==> config.mk <==
export PLATFORM = sky130hd
export DESIGN_NAME = cd_reply_sched_2x4
export DESIGN_NICKNAME = d
export VERILOG_FILES = /design/src/rtl/cd_mesh_pkg.sv /design/src/rtl/cd_reply_rr2.sv /design/src/rtl/cd_reply_sched_2x4.sv
export SDC_FILE = /design/constraint.sdc
export NUM_CORES = 1
export LEC_CHECK = 0
export CORE_AREA = 3 3 160 162
export CTS_CLUSTER_SIZE = 14
export DETAILED_ROUTE_END_ITERATION = 6
export DIE_AREA = 0 0 163 165
export HOLD_SLACK_MARGIN = 0.1
export PLACE_DENSITY = 0.69
export SETUP_SLACK_MARGIN = 0.1
export SLEW_MARGIN = 30
export SYNTH_ARGS = -nofsm -noshare
export SYNTH_HDL_FRONTEND = slang
export SYNTH_HIERARCHICAL = 1
export SYNTH_SLANG_ARGS = --single-unit
export TNS_END_PERCENT = 5
==> constraint.sdc <==
create_clock -name clk -period 3.1 [get_ports clk]
set_input_delay 0.93 -clock clk [delete_from_list [all_inputs] [get_ports clk]]
set_output_delay 0.93 -clock clk [all_outputs]
set_load 0.005 [all_outputs]
==> src/rtl/cd_mesh_pkg.sv <==
// cd_mesh_pkg: shared sizes and helpers for the local converge crossbar
package cd_mesh_pkg;
  localparam int CD_DST_W   = 2;
  localparam int CD_NUM_RTR = 4;
  localparam int CD_NUM_CV  = 2;
  localparam int CD_DATA_W  = 64;
  localparam int CD_DST_LSB = 48;
  typedef logic [CD_DST_W-1:0] cd_dst_t;
  function automatic cd_dst_t cd_dest(input logic [CD_DATA_W-1:0] flit, input int lsb);
    return flit[lsb +: CD_DST_W];
  endfunction
endpackage

==> src/rtl/cd_reply_rr2.sv <==
// cd_reply_rr2: two-requester round-robin arbiter with a one-bit priority register
module cd_reply_rr2 (
  input  logic       clk,
  input  logic       reset,
  input  logic [1:0] req,
  input  logic       en,
  output logic [1:0] gnt
);
  logic prio;
  // priority flips to the other requester only when a grant actually transfers
  always_ff @(posedge clk or negedge reset)
    if (!reset) prio <= 1'b0;
    else if (en && |gnt) prio <= gnt[0];
  always_comb gnt = &req ? (prio ? 2'b10 : 2'b01) : req;
endmodule

==> src/rtl/cd_reply_sched_2x4.sv <==
// cd_reply_sched_2x4: reply-path scheduler moving flits from 2 converged slots to 4 router outputs
module cd_reply_sched_2x4
  import cd_mesh_pkg::*;
#(
  parameter int DATA_W  = CD_DATA_W,
  parameter int DST_LSB = CD_DST_LSB,
  parameter int CNT_W   = 16
) (
  input  logic                         clk,
  input  logic                         reset,
  input  logic [CD_NUM_CV-1:0]         cv_si_r,
  output logic [CD_NUM_CV-1:0]         cv_ri_r,
  input  logic [CD_NUM_CV*DATA_W-1:0]  cv_di_r,
  output logic [CD_NUM_RTR-1:0]        out_so,
  input  logic [CD_NUM_RTR-1:0]        out_ro,
  output logic [CD_NUM_RTR*DATA_W-1:0] out_do,
  output logic [CNT_W-1:0]             stat_conflicts
);
  logic [CD_NUM_CV-1:0] slot_v, deq;
  logic [DATA_W-1:0] slot_d [CD_NUM_CV];
  cd_dst_t dst [CD_NUM_CV];
  logic [1:0] req [CD_NUM_RTR];
  logic [1:0] gnt [CD_NUM_RTR];
  logic conflict;
  always_comb
    for (int i = 0; i < CD_NUM_CV; i++) dst[i] = cd_dest(CD_DATA_W'(slot_d[i]), DST_LSB);
  always_comb
    for (int k = 0; k < CD_NUM_RTR; k++)
      req[k] = {slot_v[1] && dst[1] == cd_dst_t'(k), slot_v[0] && dst[0] == cd_dst_t'(k)};
  genvar k;
  generate
    for (k = 0; k < CD_NUM_RTR; k++) begin : g_arb
      cd_reply_rr2 u_rr (.clk(clk), .reset(reset), .req(req[k]), .en(out_ro[k]), .gnt(gnt[k]));
    end
  endgenerate
  // valid is gated by downstream ready, so out_so marks an actual transfer
  always_comb begin
    out_so = '0;
    out_do = '0;
    deq = '0;
    conflict = 1'b0;
    for (int j = 0; j < CD_NUM_RTR; j++) begin
      out_so[j] = |gnt[j] && out_ro[j];
      out_do[j*DATA_W +: DATA_W] = gnt[j][0] ? slot_d[0] : gnt[j][1] ? slot_d[1] : '0;
      deq = deq | (out_so[j] ? gnt[j] : 2'b00);
      conflict = conflict | (&req[j] && out_ro[j]);
    end
    cv_ri_r = ~slot_v | deq;
  end
  always_ff @(posedge clk or negedge reset)
    if (!reset) begin
      slot_v <= '0;
      stat_conflicts <= '0;
    end else begin
      for (int i = 0; i < CD_NUM_CV; i++)
        if (cv_si_r[i] && cv_ri_r[i]) slot_v[i] <= 1'b1;
        else if (deq[i]) slot_v[i] <= 1'b0;
      if (conflict && !(&stat_conflicts)) stat_conflicts <= stat_conflicts + 1'b1;
    end
  always_ff @(posedge clk)
    for (int i = 0; i < CD_NUM_CV; i++)
      if (cv_si_r[i] && cv_ri_r[i]) slot_d[i] <= cv_di_r[i*DATA_W +: DATA_W];
endmodule

# Word-level counts from Yosys, hierarchy flattened

Memory sizes are Yosys's and may differ from the RTL's.
Index checks and enable logic that the tools add are counted.

Add/subtract/negate cells: 1
Eq/ne operators: 6
Muxes and demuxes: 28
Bitwise logic cells: 8
Reduce and logical (&&, ||, !) cells: 33

Operators by type and width:

| kind                                                 | number |
|---|---|
| two-way mux 64 bit                                   | 8 |
| two-way mux 2 bit                                    | 12 |
| logical AND 1 bit                                    | 19 |
| adder 16 x 1 -> 16 bit (second input constant)       | 1 |
| AND reduction 16 bit                                 | 1 |
| equality test 2 bit (second input constant)          | 4 |
| two-way mux 1 bit                                    | 8 |
| bitwise OR 2 bit                                     | 4 |
| AND reduction 2 bit                                  | 4 |
| OR reduction 2 bit                                   | 4 |
| equality test 2 x 1 -> 1 bit (second input constant) | 2 |
| zero test 2 bit                                      | 2 |
| nonzero test 2 bit                                   | 2 |
| bitwise OR 1 bit                                     | 3 |
| NOT 2 bit                                            | 1 |
| zero test 1 bit                                      | 1 |

Register bits after elaboration: 22
Bits in writable memories: 128
Bits of input ports: 136
Memories: 1

Memories:

| name   | words | width | read ports | clocked after memory_dff | wr ports | RTL line                 | text |
|---|---|---|---|---|---|---|---|
| slot_d | 2     | 64    | 2          | 0                        | 2        | cd_reply_sched_2x4.sv:20 | `logic [DATA_W-1:0] slot_d [CD_NUM_CV];` |

# Logic depth before layout (Yosys ltp)

Depth in word-level cells: 14
Gate-level depth with buffers: 8

# By module

The synthesis kept the hierarchy.

Modules (own cells, without submodules):

| module             | instances | cells an instance | area each (µm²) | seq. area each (µm²) |
|---|---|---|---|---|
| cd_reply_sched_2x4 | 1         | 554               | 7484.7          | 4294.1 |
| cd_reply_rr2       | 4         | 6                 | 55.1            | 25.0 |

# Worst setup path after synthesis

Ideal clock, no wire load.

Path type: register to register
Start point: memory slot_d[0][48] (netlist bit)
End point: memory slot_d[0][0] (netlist bit), enable pin
Setup time: 429 ps
Arrival: 3001 ps
Slack: -330 ps
Stages on the path, launching flop included: 7
Path through: edfxtp_1 > clkbuf_8 > nor3b_1 > a21boi_0 > a222oi_1 > nand3_1 > and2_1

RTL lines:

| item            | RTL line |
|---|---|
| start, declared | cd_reply_sched_2x4.sv:20 |

==> run_results.csv <==
group,metric,value,unit
floorplan,floorplan.die_area,26900,um2
global_route,met1_usage,27.5,%
global_route,global_route.usage.met2,40.7,%
global_route,grt_usage,23.3,%
sta,final.setup.tns,-32920,ps
logic_synthesis,ys_seq_area_share,57.0,%
run_status,outcome,"complete, but fails checks",
sta,final_report_setup_violation_count,246,
global_route,pin_count_of_the_biggest_net_entering_global_routing,65,
layout,num-fill-cells,2065,
drt,dr.first_iter.drc_count,633,
global_route,grt_pass1_wl,47000,um
pwr,post-layout-total-power,0.00758,W
floorplan,row_count,57,
logic_synthesis,number_of_synthesized_flops_with_an_enable_pin,128,
floorplan,fp.coreArea,24200,um2
logic_synthesis,post_synth.cell_area_avg,13.3,um2
drt,viasPerCell,5.53,
logic_synthesis,synthMuxAreaShare,0.292,%
logic_synthesis,async_flop_share,14.7,%
drt,ant_nets,0,
min_path,hold_end,"stat_conflicts[14]",
critical_path,critical_path_required,2170,ps
logic_synthesis,synth_top_family_by_area,"compound AO/OA/AOI/OAI gates",
logic_synthesis,postSynth.topFlopCell,"sky130_fd_sc_hd__edfxtp_1",
logic_synthesis,mappedNetlistNets,715,
drt,detailroute.via_count,7846,
logic_synthesis,synth_compound_area_share,31.5,%
layout,area_growth,74.5,%
critical_path,critical_path_class,"flop to output pin",
clocking,max-clock-path-buffers,2,
floorplan,die_outline_height,165,um
logic_synthesis,mapped_cell_area,7700,um2
sta,post-route-period-util,108,%
drt,post-route-drc-count,0,
clocking,hold_buffers,0,
layout,final-instance-count-excl-fill,1419,
logic_synthesis,synth_top_area_share,49.9,%
clocking,tritoncts_clock_tree,"done",
critical_path,worst_r2r_path_depth,11,
pwr,total_leakage_power,5.88,nW
logic_synthesis,share_of_synthesized_cell_area_in_full_adder_half_adder_and_majority_cells,0.162,%
place,gp_congestion,0.859,
place,dp_slack,-213,ps
global_route,globalRouteOverflowTotal,0,
global_route,grt_pass1_vias,7500,
drt,drt_pass1_iterations,5,
logic_synthesis,synthesis.instances,578,
layout,final_nets,1219,
sta,worst_slew_margin_relative_to_its_limit,68.4,%
flow_run,max_cap_viols,0,
layout,most_used_cells_in_the_layout_excluding_fill_and_tap_cells,"256 x sky130_fd_sc_hd__a22o_1, 152 x sky130_fd_sc_hd__clkdlybuf4s50_1, 128 x sky130_fd_sc_hd__edfxtp_1",
critical_path,reg2reg_to,"slot_d[0][63]",
logic_synthesis,synth_simple_gate_area_share,5.49,%
critical_path,crit_path_max_incr_delay,470,ps
critical_path,worst_ep_arrival_time,2430,ps
clocking,cts_root_buf,"sky130_fd_sc_hd__clkbuf_16",
layout,mostFrequentLayoutCell,"sky130_fd_sc_hd__a22o_1",
global_route,gr-max-usage-layer,"met2",
sta,grt_setup_unrepaired,"yes",
floorplan,num_io_pins,414,
floorplan,die_w,163,um
critical_path,type_of_element_launching_the_critical_path,"flop",
pwr,vdd_ir_drop_max,0.299,mV
sta,maxClockFrequency,298,MHz
critical_path,crit_path_top_delay_cell,"sky130_fd_sc_hd__edfxtp_1",
clocking,cts_inserted_buffers,17,
floorplan,starting_density,31.8,%
sta,fin_ws,-261,ps
sta,final-max-slew-violation-count,0,
place,port_buffers,413,
clocking,tritoncts_num_sinks,150,
place,post-place-cells,1317,
global_route,global_route.usage.met3,6.55,%
global_route,antenna_found_initial,0,
pwr,pwr_density_cell,564,nW/um2
layout,layout-drive-gt1-share,37.5,%
place,post-dp-hpwl,22600,um
logic_synthesis,synth-warning-count,6,
logic_synthesis,yosys_register_bits,150,
min_path,hold_start,"stat_conflicts[14]",
sta,hold_violations,0,
critical_path,worstPathMaxFanout,10,
clocking,clkSlewWorstSetupHoldPaths,70,ps
critical_path,cp-end-kind,"output pin",
drt,drt-wirelength-per-cell,24.5,um
logic_synthesis,post-synth-top-area-cell,"sky130_fd_sc_hd__edfxtp_1",
sta,final.setup_skew,15.7,ps
logic_synthesis,synth_xor_xnor_area_share,1.59,%
layout,n_antenna_cell,0,
sta,post-route-min-period,3360,ps
critical_path,worstReg2RegStart,"slot_d[0][112]",
logic_synthesis,synth_area_leaders,"sky130_fd_sc_hd__edfxtp_1 50%, sky130_fd_sc_hd__a22o_1 29%, sky130_fd_sc_hd__dfrtp_1 7.1%",
drt,route.final.wire_length,34700,um
min_path,count_of_cells_along_the_worst_hold_path,1,
clocking,clock_latency_on_the_worst_skew_pair,420,ps
min_path,hp-class,"flop to flop",
logic_synthesis,synth_cell_type_count,38,
sta,actual_slew_at_the_worst_max_slew_pin,471,ps
critical_path,critical_path.cell_chain,"buf_4, buf_6, and3_4, a21boi_4, buf_4, nor2b_4, buf_12, buf_12, a22o_1, dlygate4sd2_1",
clocking,h-tree-depth,4,
run_status,violations,"negative setup slack",
critical_path,r2r_setup_slack,370,ps
==> cell type report <==
class | instances | area [um2] | area share (%)
Clock buffer | 21 | 472 | 3.51
Tap cell | 324 | 405 | 3.02
Inverter | 4 | 15.0 | 0.112
Timing Repair Buffer | 547 | 4890 | 36.4
Clock inverter | 11 | 109 | 0.810
Sequential cell | 150 | 4390 | 32.7
Multi-Input combinational cell | 362 | 3150 | 23.5
==> Yosys cell counts (all sizes together) (2+ instances only) <==
master	n
nand3	10
xor2	14
a22o	256
nor2b	4
dfrtp	22
a21oi	5
edfxtp	128
and2	2
nor4	7
and3	2
a222oi	2
buf	26
clkbuf	36
nand2	12
inv	4
nor3	5
nand4	5
nor3b	3
a21boi	8
nor4b	2
or3b	2
nand2b	2
mux2	2
a31oi	4
o21a	4
nor2	7
==> power by group <==
group	switching (W)	internal (W)
Combinational	0.00123	0.00151
Sequential	0.000272	0.00249
Clock	0.000876	0.00119
Total	0.00238	0.00519
==> kinds of logic (layout without fill, tap and decap cells) <==
family                     after synthesis  count (layout)
xor gates and xnor gates                14              14
muxes                                    2               2
DFF                                    150             150
and+or+nand+nor                         64              64
adders and majority gates                1               1
buffers and inverters                   66             583
AOI/OAI and AO/OA                      281             281
==> timing repair <==
action | CTS | global route
buffers inserted | 26 | 31
cloned | 8 | 5
pin swaps | 33 | 31
resized for setup | 736 | 165
setup endpoints to repair | 262 | 262
==> per-layer routing <==
layer / wire, um / vias up / part of all wire [%]
met3: 3170 / 60 / 9.1
met5: 0 / - / 0
met2: 17500 / 467 / 50
met4: 918 / 0 / 2.6
met1: 13100 / 3885 / 38
li1: - / 3434 / -
==> per-stage QoR <==
stage,util (%),instance area (um2),hold slack (ps)
3_3_place_gp,52.6,12800,493
6_report,55.4,13400,503
2_1_floorplan,-,7710,467
4_1_cts,55.0,13300,505
3_5_place_dp,52.6,12800,493
5_1_grt,55.4,13400,532
==> state kept, by name (all words and copies together) (netlist names) <==
register,cells
g_arb.u_rr/prio,4
slot_d,128
slot_v,2
stat_conflicts,16
==> how the worst max path moves through the flow <==
stage                          end           start  slack [ps]  cells after the start
CTS                     out_do[13]   slot_d[0][49]        -370                      6
global route            cv_ri_r[0]  slot_d[0][112]        -340                      9
detailed placement      cv_ri_r[0]       out_ro[0]        -210                      4
global placement        cv_ri_r[0]       out_ro[0]        -200                      4
floorplan           slot_d[0][100]  slot_d[0][112]        -160                      6
finish                 out_do[255]  slot_d[0][112]        -260                     10
==> worst max-delay path, delay by kind of cell (launching register included) <==
| family | cells | cell delay (ps) |
|---|---|---|
| buf+inv | 6 | 970 |
| flops | 1 | 470 |
| compound gates | 2 | 340 |
| simple gates | 2 | 220 |
(Power assumes the default switching activity.)
